## src/rtl/prog_counter.sv

```systemverilog
// rtl/prog_counter.sv - runtime-programmable up/down counter with free-running and one-shot modes
//
// Optional feature macro: PRESCALER_EN (adds a 0..PRESCALE-1 advance prescaler).
//
// Ports:
//   clkIN        system clock, rising-edge active
//   nResetIN     asynchronous active-low reset
//   startIN      pulse: latch topIN/dirIN/modeIN, load start value, enter RUN
//   stopIN       pulse: return to IDLE with counter 0 (wins over startIN)
//   enIN         count enable, sampled in RUN
//   dirIN        0 = count up 0..top, 1 = count down top..0
//   modeIN       0 = free-running, 1 = one-shot
//   topIN        inclusive terminal value
//   counterOUT   registered count
//   overflowOUT  registered one-cycle pulse on the terminal advance
//   busyOUT      high in RUN
//   doneOUT      high in DONE
module prog_counter #(
  parameter int WIDTH    = 8,
  parameter int PRESCALE = 4
) (
  input  logic             clkIN,
  input  logic             nResetIN,
  input  logic             startIN,
  input  logic             stopIN,
  input  logic             enIN,
  input  logic             dirIN,
  input  logic             modeIN,
  input  logic [WIDTH-1:0] topIN,
  output logic [WIDTH-1:0] counterOUT,
  output logic             overflowOUT,
  output logic             busyOUT,
  output logic             doneOUT
);

  if (WIDTH < 2 || WIDTH > 32 || PRESCALE < 2 || PRESCALE > 256) begin : g_bad_param
    $error("prog_counter: WIDTH or PRESCALE out of range");
  end

  typedef enum logic [1:0] {
    S_IDLE = 2'd0,
    S_RUN  = 2'd1,
    S_DONE = 2'd2
  } state_t;

  localparam logic [WIDTH-1:0] ONE = WIDTH'(1);

  state_t           r_state, w_state_nxt;
  logic [WIDTH-1:0] r_cnt, w_cnt_nxt;
  logic [WIDTH-1:0] r_top, w_top_nxt;
  logic             r_dir, w_dir_nxt;
  logic             r_mode, w_mode_nxt;
  logic             r_ovf, w_ovf_nxt;
  logic [WIDTH-1:0] w_term;
  logic             w_tick;

`ifdef PRESCALER_EN
  localparam int PW = $clog2(PRESCALE);
  localparam logic [PW-1:0] PRE_LAST = PW'(PRESCALE - 1);
  localparam logic [PW-1:0] PRE_ONE  = PW'(1);

  logic [PW-1:0] r_pre, w_pre_nxt;

  // The main counter only sees the enabled cycle that completes a prescale period.
  assign w_tick = (r_pre == PRE_LAST);
`else
  assign w_tick = 1'b1;
`endif

  // Terminal is the far end of the count range in the latched direction.
  assign w_term = r_dir ? '0 : r_top;

  always_comb begin
    w_state_nxt = r_state;
    w_cnt_nxt   = r_cnt;
    w_top_nxt   = r_top;
    w_dir_nxt   = r_dir;
    w_mode_nxt  = r_mode;
    w_ovf_nxt   = 1'b0;
`ifdef PRESCALER_EN
    w_pre_nxt   = r_pre;
`endif
    if (stopIN) begin
      w_state_nxt = S_IDLE;
      w_cnt_nxt   = '0;
`ifdef PRESCALER_EN
      w_pre_nxt   = '0;
`endif
    end else if (startIN) begin
      w_state_nxt = S_RUN;
      w_top_nxt   = topIN;
      w_dir_nxt   = dirIN;
      w_mode_nxt  = modeIN;
      w_cnt_nxt   = dirIN ? topIN : '0;
`ifdef PRESCALER_EN
      w_pre_nxt   = '0;
`endif
    end else begin
      case (r_state)
        S_IDLE: begin
          w_cnt_nxt = '0;
        end
        S_RUN: begin
          if (enIN) begin
`ifdef PRESCALER_EN
            w_pre_nxt = w_tick ? '0 : (r_pre + PRE_ONE);
`endif
            if (w_tick) begin
              if (r_cnt != w_term) begin
                w_cnt_nxt = r_dir ? (r_cnt - ONE) : (r_cnt + ONE);
              end else if (!r_mode) begin
                // Wrap: pick up a reprogrammed terminal. A down-count reloads
                // from the new value so the count never exceeds the latched top.
                w_top_nxt = topIN;
                w_cnt_nxt = r_dir ? topIN : '0;
                w_ovf_nxt = 1'b1;
              end else begin
                w_ovf_nxt   = 1'b1;
                w_state_nxt = S_DONE;
              end
            end
          end
        end
        S_DONE: begin
          w_cnt_nxt = r_cnt;
        end
        default: begin
          w_state_nxt = S_IDLE;
          w_cnt_nxt   = '0;
        end
      endcase
    end
  end

  always_ff @(posedge clkIN or negedge nResetIN) begin
    if (!nResetIN) begin
      r_state <= S_IDLE;
      r_cnt   <= '0;
      r_top   <= '0;
      r_dir   <= 1'b0;
      r_mode  <= 1'b0;
      r_ovf   <= 1'b0;
    end else begin
      r_state <= w_state_nxt;
      r_cnt   <= w_cnt_nxt;
      r_top   <= w_top_nxt;
      r_dir   <= w_dir_nxt;
      r_mode  <= w_mode_nxt;
      r_ovf   <= w_ovf_nxt;
    end
  end

`ifdef PRESCALER_EN
  always_ff @(posedge clkIN or negedge nResetIN) begin
    if (!nResetIN) begin
      r_pre <= '0;
    end else begin
      r_pre <= w_pre_nxt;
    end
  end
`endif

  assign counterOUT  = r_cnt;
  assign overflowOUT = r_ovf;
  assign busyOUT     = (r_state == S_RUN);
  assign doneOUT     = (r_state == S_DONE);

endmodule

```

## config.mk

```make
export PLATFORM = sky130hd
export DESIGN_NAME = prog_counter
export DESIGN_NICKNAME = d
export VERILOG_FILES = /design/src/rtl/prog_counter.sv
export SDC_FILE = /design/constraint.sdc
export NUM_CORES = 1
export LEC_CHECK = 0
export ABC_CLOCK_PERIOD_IN_PS = 3000
export CORE_ASPECT_RATIO = 1.4
export CORE_UTILIZATION = 30
export CTS_BUF_LIST = sky130_fd_sc_hd__clkbuf_16
export CTS_CLUSTER_SIZE = 12
export DETAILED_ROUTE_END_ITERATION = 10
export GPL_TIMING_DRIVEN = 0
export PLACE_DENSITY_LB_ADDON = 0.12
export SLEW_MARGIN = 10
export SYNTH_ARGS = -nofsm -noshare
export SYNTH_HDL_FRONTEND = slang
export SYNTH_SLANG_ARGS = --single-unit
```

## constraint.sdc

```tcl
create_clock -name clkIN -period 3 [get_ports clkIN]
set_clock_uncertainty 0.05 [all_clocks]
set_input_delay 0.6 -clock clkIN [delete_from_list [all_inputs] [get_ports clkIN]]
set_output_delay 0.6 -clock clkIN [all_outputs]
set_load 0.05 [all_outputs]
```

Yosys cells after proc, flatten, opt, wreduce, memory -nomap -nowiden. Index checks and enable logic that the tools add are counted.

Div/mod/pow operators: 0. Add/subtract/negate cells: 2. Bitwise logic cells: 1. Muxes and demuxes: 26. Reductions and logical operators: 8. Equality and inequality tests: 11. $lt $le $gt $ge: 0. $mul: 0. Shift operators: 0.

Operators by type and width (number): 8-bit 2-to-1 mux (14); 8-bit case mux with 2 select lines (1); 2-bit 2-to-1 mux (5); 8-bit by 1-bit adder with 8-bit output (second input constant) (1); 4-bit inequality test (second input constant) (2); 8-bit inequality test (1); 8-bit by 1-bit subtractor with 8-bit output (second input constant) (1); 1-bit 2-to-1 mux (5); 5-bit by 4-bit inequality test with 1-bit output (second input constant) (1); 5-bit AND reduction (1); 2-bit inequality test (second input constant) (2); 4-bit by 3-bit inequality test with 1-bit output (second input constant) (1); 2-bit case mux with 2 select lines (1); 4-bit AND reduction (1); 2-bit nonzero test (2); 3-bit by 1-bit inequality test with 1-bit output (second input constant) (1); 3-bit inequality test (second input constant) (1); 3-bit AND reduction (1); 2-bit by 1-bit == test with 1-bit output (second input constant) (1); 2-bit == test (second input constant) (1); 2-bit zero test (1); 2-bit AND reduction (1); 2-bit OR reduction (1); 1-bit inverter (1).

Memories: 0. Memory bits (writable): 0. Logic and storage cells: 54. Memory bits (read-only): 0. Flip-flop bits (word level): 21. Output and inout port bits: 11. Bits in latches: 0. Bits of input ports: 15.

Logic depth before layout (Yosys ltp).
Word-level depth: 7. Gate-level depth with buffers: 8. Mapped depth without buffers: 7.

Least setup slack after synthesis. No wires, ideal clock.

Path type: flip-flop to flip-flop. From: register r_cnt[2] (netlist: counterOUT[2]). To: register r_top[0]. Setup slack: 0.407 ns. Period minus slack after synthesis: 2.593 ns. Buffers on the path: 1. Stages on the path, launching flop included: 8. Arrival: 2.418 ns. Cells stage by stage: dfrtp_1 > or4b_1 > nand3_1 > nor4b_4 > and3_2 > a31o_2 > buf_4 > mux2_2.

Cells in the longest elaborated chain, start to end: 3.

RTL lines: start: declaration (RTL line 49) `logic [WIDTH-1:0] r_cnt, w_cnt_nxt;`; start signal: assignment (RTL line 145) `r_cnt <= w_cnt_nxt;`; 8-bit inequality test (RTL line 109) `if (r_cnt != w_term) begin`; 2-bit inequality test (no line); 5-bit AND reduction (no line); end signal: assignment (RTL line 146) `r_top <= w_top_nxt;`; end: declaration (RTL line 50) `logic [WIDTH-1:0] r_top, w_top_nxt;`.

No other way between the ends. A chain may end at the register's enable or synchronous reset.

Worst setup path in the final report.
From: register r_dir. To: register r_top[7].

Cells in the longest elaborated chain, start to end: 4.

RTL lines: start: declaration (RTL line 51) `logic r_dir, w_dir_nxt;`; start signal: assignment (RTL line 147) `r_dir <= w_dir_nxt;`; 8-bit 2-to-1 mux (RTL line 71) `assign w_term = r_dir ? '0 : r_top;`; 8-bit inequality test (RTL line 109); 2-bit inequality test (no line); 5-bit AND reduction (no line).

No other way between the ends.

==> impl_metrics.ini <==
[finish]
register_area_um2 = 527
final_common_cell = clkdlybuf4s50_1
fin_nets = 187
n_fill_cell = 477
diodes = 0
drive_gt1_share_pct = 13.4
syn_to_final_growth_pct = 29.2
multiInputGateArea_um2 = 798
layout_common_cells = clkdlybuf4s50_1 (25), dfrtp_1 (20), a21oi_1 (12), inv_1 (11), mux2_2 (10)

[timing]
maxSlewHeadroom_pct = 16.5
fin_ws_ns = 0.235
min_period_over_period_pct = 92.2
hold_viol = 0
post-route-min-period_ns = 2.76
worstMarginPinSlew_ns = 1.24
slew_violations = 0
rsz0062_at_grt = false
finalSetupViolCount = 0
fmax_ghz = 0.362
finalSetupTns_ns = 0

[floorplanning]
die_y_um = 82.7
fp.coreArea_um2 = 4500
rows = 29
start_util_pct = 31.0
die_x_um = 59.6
die-area_um2 = 4930
ioPinCount = 26

[logic_synthesis]
ys.flop_type = dfrtp_1
muxShareOfSynthArea_pct = 8.07
netlist_instances = 135
syn_nets = 157
synthXorXnorAreaFrac_pct = 5.02
yosys_warnings = 0
synth_edf_count = 0
synthArstFlopShare_pct = 100
synth_top_family_by_area = compound AO/OA/AOI/OAI gates
synthAdderAreaFrac_pct = 6.82
yosysSeqAreaShare_pct = 37.7
synth_compound_area_share_pct = 27.4
syn_area_um2 = 1400
synth_cell_types = 43
syn_area_per_cell_um2 = 10.3
synth_seq_cells = 21
synthSimpleGateAreaFrac_pct = 9.87

[route]
dr_total_vias = 1205
avgRoutedWirePerCell_um = 15.9
routed_via_density = 5.33
initialDrtViolationCount = 32
drc_errors = 0
first_pass_iters = 6
routed_wl_mm = 3.60
ant_nets = 0

[power_and_ir_drop]
comb_power_share_pct = 32.2
seq_power_share_pct = 37.7
internal_power_mw = 0.627
p_leak_nw = 0.720
cellPowerDensity_nw_per_um2 = 521
pwr-share-clk_pct = 30.0
vdd_drop_max_v = 0.000175
netSwitchingPower_mw = 0.311
swShare_pct = 33.2

[place]
port_buffers = 25
place_ws_ns = 0.146
routabilityCongestion = 0.774

[grt]
overflow = 0
grt_start_max_net_pins = 22
grt_pass1_vias = 1240
grt_pass1_wl_mm = 5.97
globalRouteTotalUtil_pct = 16.5
antenna_found_initial = 0

[clocking]
cts_buffers = 3
cts.sinks = 21
clkLatencyLatePin_ns = 0.25
cts_tree = built
clockBufferDepth = 2
post_cts.repair.setup_buffers = 0
cts_root_buf = clkbuf_16
htree_levels = 1
clk_pin_slew_worst_paths_ns = 0.06

[hold_path]
hold_start = r_top[2]$_DFFE_PN0P_
hold_depth = 1
worstHoldPathType = reg2reg
min_to = r_top[2]$_DFFE_PN0P_

[worst_setup_path]
critPathArrivalTime_ns = 2.85
r2r_setup_slack_ns = 0.24
cp_max_fo = 9
critPathCaptureType = flip-flop
startpoint = r_dir$_DFFE_PN0P_
cp.required_ns = 3.09
r2r_start = r_dir$_DFFE_PN0P_
worstSetupStartpointType = flip-flop
critical_path_class = reg2reg
reg2reg_to = r_top[7]$_DFFE_PN0P_
r2r_cells = 8

[job]
drv_cap = 0

[run_status]
status = complete, no violations
## cell families (layout without fill, tap and decap cells)
group | count (synthesis) | count (layout)
xor gates and xnor gates | 8 | 8
muxes | 10 | 10
and+or+nand+nor | 21 | 21
DFF | 21 | 21
adders and majority gates | 7 | 7
buffers and inverters | 15 | 44
AOI/OAI and AO/OA | 53 | 53
## through the flow
step,std cells,total power [mW],util [%],area [um^2],hold WS [ns]
2_1_floorplan,135,0.565,-,1400,0.254
3_3_place_gp,222,0.656,38.3,1720,0.471
6_report,226,0.939,40.1,1800,0.495
3_5_place_dp,222,0.664,38.3,1720,0.481
4_1_cts,226,0.950,40.0,1800,0.494
5_1_grt,226,0.993,40.1,1800,0.505
## final cells by class
class,instances,share of cell area [%]
Timing Repair Buffer,25,13.9
Clock inverter,1,0.208
Buffer,4,1.67
Multi-Input combinational cell,99,44.3
Tap cell,62,4.30
Sequential cell,21,29.2
Inverter,11,2.29
Clock buffer,3,4.16
## synthesized netlist by cell type, drive strengths merged (2+ instances only)
cell type	n	area [um^2]
o22ai	2	12.5
a21oi	13	68.8
a22oi	8	60.1
nor3	3	15.0
o21bai	3	22.5
mux2	10	113
ha	6	75.1
xor2	4	35.0
nand2	3	11.3
buf	3	26.3
o21ai	4	20.0
o31ai	8	60.1
xnor2	4	35.0
a31oi	4	25.0
nor2	2	7.51
inv	10	37.5
nor2b	2	12.5
nand3	3	15.0
dfrtp	21	526
## how the worst max path moves through the flow
stage                                endpoint  slack (ns)  cells after the start
finish                   r_top[7]$_DFFE_PN0P_        0.24                      8
global route        counterOUT[6]$_DFFE_PN0P_        0.11                      7
CTS                      r_top[7]$_DFFE_PN0P_        0.11                      8
detailed placement       r_top[5]$_DFFE_PN0P_        0.15                      8
global placement         r_top[6]$_DFFE_PN0P_        0.17                      8
floorplan                r_top[0]$_DFFE_PN0P_        0.41                      7
## critical path: stages, from the launching register on
cell and delay, ns:
dfrtp_2 0.48, buf_4 0.20, or4b_1 0.48, nand3_1 0.11, nor4b_4 0.34, and3_2 0.30, a31o_2 0.16, buf_4 0.19
mux2_2 0.35
## power by group through the flow
stage / Sequential, mW / Clock (mW) / Combinational [mW]
global placement: 0.357 / 0 / 0.299
CTS: 0.354 / 0.288 / 0.307
floorplan: 0.375 / 0 / 0.190
detailed placement: 0.359 / 0 / 0.305
finish: 0.354 / 0.282 / 0.303
global route: 0.360 / 0.300 / 0.333
## routing by layer
| metal | up-vias | wire length (um) | GRT usage [%] |
|---|---|---|---|
| li1 | 582 | - | - |
| met1 | 590 | 1620 | 20.7 |
| met2 | 28 | 1820 | 28.2 |
| met3 | 5 | 98 | 2.02 |
| met4 | 0 | 57 | 7.21 |
| met5 | - | 0 | 0 |
## state kept, by name, indices dropped and copies added, names as in the netlist
signal,count
r_mode,1
r_state,2
counterOUT,8
overflowOUT,1
r_top,8
r_dir,1
## what timing repair did
| item | CTS | global route |
|---|---|---|
| hold buffers | 0 | 0 |
| endpoints found under the setup margin | 0 | 4 |
| resized for setup | 0 | 1 |
Note: power is estimated with default switching activity, not from simulation.
